`src/rtl/data_mem_dumper_pkg.sv`:
```
// Shared constants for the data-memory dumper: memory access sizes and FSM encodings.
package data_mem_dumper_pkg;

    localparam logic [1:0] MEM_SIZE_BYTE = 2'b00;
    localparam logic [1:0] MEM_SIZE_HALF = 2'b01;
    localparam logic [1:0] MEM_SIZE_WORD = 2'b10;

    localparam logic [2:0] ST_IDLE     = 3'd0;
    localparam logic [2:0] ST_SET_ADDR = 3'd1;
    localparam logic [2:0] ST_WAIT     = 3'd2;
    localparam logic [2:0] ST_CAPTURE  = 3'd3;
    localparam logic [2:0] ST_SEND     = 3'd4;
    localparam logic [2:0] ST_DONE     = 3'd5;

    localparam int BYTES_PER_WORD = 4;

endpackage

```
`src/rtl/data_mem_dumper.sv`:
```
// Sweeps the whole data memory word by word and streams it out LSB-first as bytes
// to the debug UART transmitter. Owns the memory read port while busy.
module data_mem_dumper
    import data_mem_dumper_pkg::*;
#(
    parameter int WORD_LEN      = 32,
    parameter int BYTE_LEN      = 8,
    parameter int DATA_MEM_SIZE = 1024
) (
    input  logic                i_clk,
    input  logic                i_rst_n,
    input  logic                i_start,
    output logic [WORD_LEN-1:0] o_mem_addr,
    output logic [1:0]          o_mem_size,
    output logic                o_mem_unsigned,
    output logic                o_mem_write_en,
    input  logic [WORD_LEN-1:0] i_mem_data,
    output logic [BYTE_LEN-1:0] o_tx_data,
    output logic                o_tx_valid,
    input  logic                i_tx_ready,
    output logic                o_busy,
    output logic                o_done
);

    localparam logic [WORD_LEN-1:0] LAST_ADDR = WORD_LEN'(DATA_MEM_SIZE - BYTES_PER_WORD);
    localparam logic [WORD_LEN-1:0] ADDR_STEP = WORD_LEN'(BYTES_PER_WORD);

    logic [2:0]          state;
    logic [WORD_LEN-1:0] addr;
    logic [WORD_LEN-1:0] word_reg;
    logic [1:0]          byte_idx;
    logic [4:0]          bit_ofs;

    // Port control is static: word-sized unsigned reads only, even during reset.
    assign o_mem_size     = MEM_SIZE_WORD;
    assign o_mem_unsigned = 1'b1;
    assign o_mem_write_en = 1'b0;

    always_ff @(posedge i_clk) begin
        if (!i_rst_n) begin
            state      <= ST_IDLE;
            addr       <= '0;
            o_mem_addr <= '0;
            word_reg   <= '0;
            byte_idx   <= '0;
        end else begin
            case (state)
                ST_IDLE: begin
                    if (i_start) begin
                        addr  <= '0;
                        state <= ST_SET_ADDR;
                    end
                end
                ST_SET_ADDR: begin
                    o_mem_addr <= addr;
                    state      <= ST_WAIT;
                end
                // Memory latches the address on the negedge inside this cycle.
                ST_WAIT: begin
                    state <= ST_CAPTURE;
                end
                ST_CAPTURE: begin
                    word_reg <= i_mem_data;
                    byte_idx <= '0;
                    state    <= ST_SEND;
                end
                ST_SEND: begin
                    if (i_tx_ready) begin
                        if (byte_idx != 2'd3) begin
                            byte_idx <= byte_idx + 2'd1;
                        end else if (addr == LAST_ADDR) begin
                            state <= ST_DONE;
                        end else begin
                            addr  <= addr + ADDR_STEP;
                            state <= ST_SET_ADDR;
                        end
                    end
                end
                ST_DONE: begin
                    state <= ST_IDLE;
                end
                default: begin
                    state <= ST_IDLE;
                end
            endcase
        end
    end

    // Outputs decode straight from registered state, so they are stable all cycle.
    assign bit_ofs    = {byte_idx, 3'b000};
    assign o_tx_data  = word_reg[bit_ofs +: BYTE_LEN];
    assign o_tx_valid = (state == ST_SEND);
    assign o_busy     = (state == ST_SET_ADDR) || (state == ST_WAIT) ||
                        (state == ST_CAPTURE)  || (state == ST_SEND);
    assign o_done     = (state == ST_DONE);

endmodule

```
`config.mk`:
```
export PLATFORM = sky130hd
export DESIGN_NAME = data_mem_dumper
export DESIGN_NICKNAME = d
export VERILOG_FILES = /design/src/rtl/data_mem_dumper_pkg.sv /design/src/rtl/data_mem_dumper.sv
export SDC_FILE = /design/constraint.sdc
export NUM_CORES = 1
export LEC_CHECK = 0
export ABC_AREA = 0
export CORE_MARGIN = 2
export CORE_UTILIZATION = 52
export DETAILED_ROUTE_END_ITERATION = 16
export HOLD_SLACK_MARGIN = 0.1
export PLACE_DENSITY = 0.79
export RECOVER_POWER = 25
export SYNTH_ARGS = -nofsm -noshare
export SYNTH_HDL_FRONTEND = slang
export SYNTH_SLANG_ARGS = --single-unit
```
`constraint.sdc`:
```
create_clock -name i_clk -period 2.8 [get_ports i_clk]
set_input_delay 0.42 -clock i_clk [delete_from_list [all_inputs] [get_ports i_clk]]
set_output_delay 0.42 -clock i_clk [all_outputs]
set_load 0.005 [all_outputs]
```
==> results of run 1 <==
-- worst min path at each step --
stage | startpoint | end | slack, ns | cells past startpoint
final | o_mem_addr[31]$_SDFFE_PN0P_ | o_mem_addr[31]$_SDFFE_PN0P_ | 0.45 | 2
after global placement | word_reg[26]$_SDFFE_PN0N_ | word_reg[26]$_SDFFE_PN0N_ | 0.44 | 2
after global routing | word_reg[30]$_SDFFE_PN0N_ | word_reg[30]$_SDFFE_PN0N_ | 0.48 | 2
after floorplan | word_reg[14]$_SDFFE_PN0N_ | word_reg[14]$_SDFFE_PN0N_ | 0.43 | 2
after detailed placement | word_reg[26]$_SDFFE_PN0N_ | word_reg[26]$_SDFFE_PN0N_ | 0.45 | 2
after CTS | o_mem_addr[5]$_SDFFE_PN0P_ | o_mem_addr[5]$_SDFFE_PN0P_ | 0.46 | 2
-- worst max-delay path: cells and delay by family, from the launching register on --
family / cells / cell delay (ns)
DFF: 1 / 0.46
AOI/OAI and AO/OA: 1 / 0.18
buffers and inverters: 2 / 0.61
and+or+nand+nor: 2 / 1.15
-- report_power, final --
| group | switching, mW | internal, mW | total [mW] |
|---|---|---|---|
| clock | 0.500 | 0.447 | 0.947 |
| combinational | 0.323 | 0.196 | 0.519 |
| sequential | 0.0412 | 1.41 | 1.45 |
| total | 0.864 | 2.05 | 2.92 |
-- stage by stage --
step                      util [%]  total power, mW  cell area [um2]  setup slack (ns)  hold slack [ns]
after floorplan                  -             1.84             4500             0.828            0.433
after global placement        63.2             1.99             5250             0.338            0.438
after detailed placement      63.2             2.00             5250             0.288            0.447
after CTS                     65.8             2.94             5460             0.424            0.461
after global routing          65.6             3.04             5440             0.150            0.476
final                         65.6             2.92             5440             0.311            0.454
-- synthesized netlist by cell type, drive strengths merged (9+ instances only) --
| cell type | number |
|---|---|
| nand4 | 13 |
| a21oi | 81 |
| dfxtp | 97 |
| nand2 | 160 |
| and3 | 9 |
| nand3 | 24 |
| nor2 | 12 |
| o211ai | 11 |
| buf | 21 |
| or4 | 9 |
| o21ai | 14 |
| clkbuf | 31 |
| or3 | 9 |
-- routing by layer --
layer	share of wire, %	global-route usage [%]	wire, um	up-vias
met5	0	0	0	-
met3	6.7	5.35	755	14
li1	-	-	-	2069
met1	45	32.7	5040	1997
met2	47	38.8	5360	173
met4	1.2	6.07	138	0
-- kinds of logic after synthesis --
kind of cell,after synthesis,share of synthesized area (%)
adder cells (fa/ha/maj),2,0.558
multiplexers,9,4.24
AND/OR/NAND/NOR,257,27.5
AO/OA/AOI/OAI,134,17.2
buffers and inverters,59,6.67
other,2,0.167
XOR/XNOR,2,0.391
flip-flops,97,43.3
-- area by class of cell --
type | instances | area [um2]
Inverter | 7 | 26.3
Multi-Input combinational cell | 410 | 2260
Timing Repair Buffer | 93 | 873
Clock buffer | 10 | 138
Fill cell | 728 | 2860
Clock inverter | 6 | 72.6
Tap cell | 105 | 131
Sequential cell | 97 | 1940
==> flow_summary.ini, run 1 <==
[layout]
antennaDiodeCount = 0
layout_commonest_cell = nand2_1
fin_nets = 656
syn2layout_area_growth_pct = 21.3
fin_cells = 728
drive_above_1_share_pct = 7.38
largest_reg_flops = 32
layout_common_cells = 158 x nand2_1, 97 x dfxtp_1, 81 x a21oi_1

[placement]
dp.cells = 712
hpwl_um = 7910
port_buffers = 76
gp_congestion = 0.896

[floorplanning]
initial_utilization_pct = 54.0
io-pin-count = 83
dieArea_mm2 = 0.00938
num_rows = 33
fp.dieH_um = 96.9
core_mm2 = 0.00830
fp.dieW_um = 96.9

[synth]
ys.warnings.count = 0
synth_area_leaders = dfxtp_1 43%, nand2_1 13%, a21oi_1 9.0%
yosys.area.top_type = dfxtp_1
synth_cells = 562
synth_edf_count = 0
yosysSeqAreaShare_pct = 43.3
ys_ff_latch = 97
ys_types = 52
async_flop_share_pct = 0
mappedNetlistArea_mm2 = 0.00449
yosys.area.top_type_share_pct = 43.3
avgSynthCellArea_um2 = 7.98
ys.flop_type = dfxtp_1

[clock_network]
root_buffer = clkbuf_8
cts_sinks = 97
cts_tree = built
cts_setup_buffers = 0
cts-resized-gates = 0
cts_inserted_buffers = 9
max-clock-path-buffers = 2
clock_latency_ns = 0.36
htreeDepth = 3
cts_hold_buf = 0
cts.reportedPaths.clkPinSlew_ns = 0.10

[grt]
grt_max_degree = 39
grt_use_total_pct = 24.0
antenna_found_initial = 0
grt.overflow.total = 0
first_global_vias = 3994
grt_pass1_wl_um = 18900

[routing]
drcViolationCount = 0
first_iter_violations = 275
routed_via_density = 5.84
vias = 4253
wl_per_cell_um = 15.5
first_pass_iters = 4
antenna_left = 0
totalWireLength_um = 11300

[power_and_ir_drop]
p_leak_nw = 1.78
ir_drop_uv = 312
power_density_mw_per_mm2 = 536

[timing]
fmax_mhz = 402
drv_slew = 0
setup_viol_count_final = 0
worstMarginPinSlew_ns = 1.08
rsz0062_at_grt = false
finalSetupTns_ns = 0
finalHoldViolCount = 0
slew_headroom_pct = 28.0
min_period_ns = 2.49
fin_crit_sh_pct = 88.9
finClkSkew_ns = 0.0109

[job]
maxCapViolCount = 0

[worst_setup_path]
reg2reg_slack_ns = 0.31
crit_arrival_ns = 2.78
critical_path.endpoint = word_reg[9]$_SDFFE_PN0N_
r2r-end = word_reg[9]$_SDFFE_PN0N_
cp_max_fo = 32
cp_cell_sequence = inv_2, clkbuf_1, and3_1, nand2_1, a21oi_1
cp-startpoint = state[2]$_SDFFE_PN0P_
worstSetupPathType = flip-flop to flip-flop
r2r_cells = 5
cp-start-kind = flip-flop
cp_slowest_cell = and3_1
end_kind = flip-flop
max_stage_delay_ns = 0.98
rr_startpoint = state[2]$_SDFFE_PN0P_
worst_ep_required_time_ns = 3.09

[outcome]
status = finished clean

[worst_hold_path]
hp-class = flip-flop to flip-flop
(Power assumes the default switching activity.)
==> run 2: changes to the inputs <==
HOLD_SLACK_MARGIN = not set   (was 0.1)
==> results of run 2 <==
No change in the layout: final DEF, timing and power equal those of run 1.
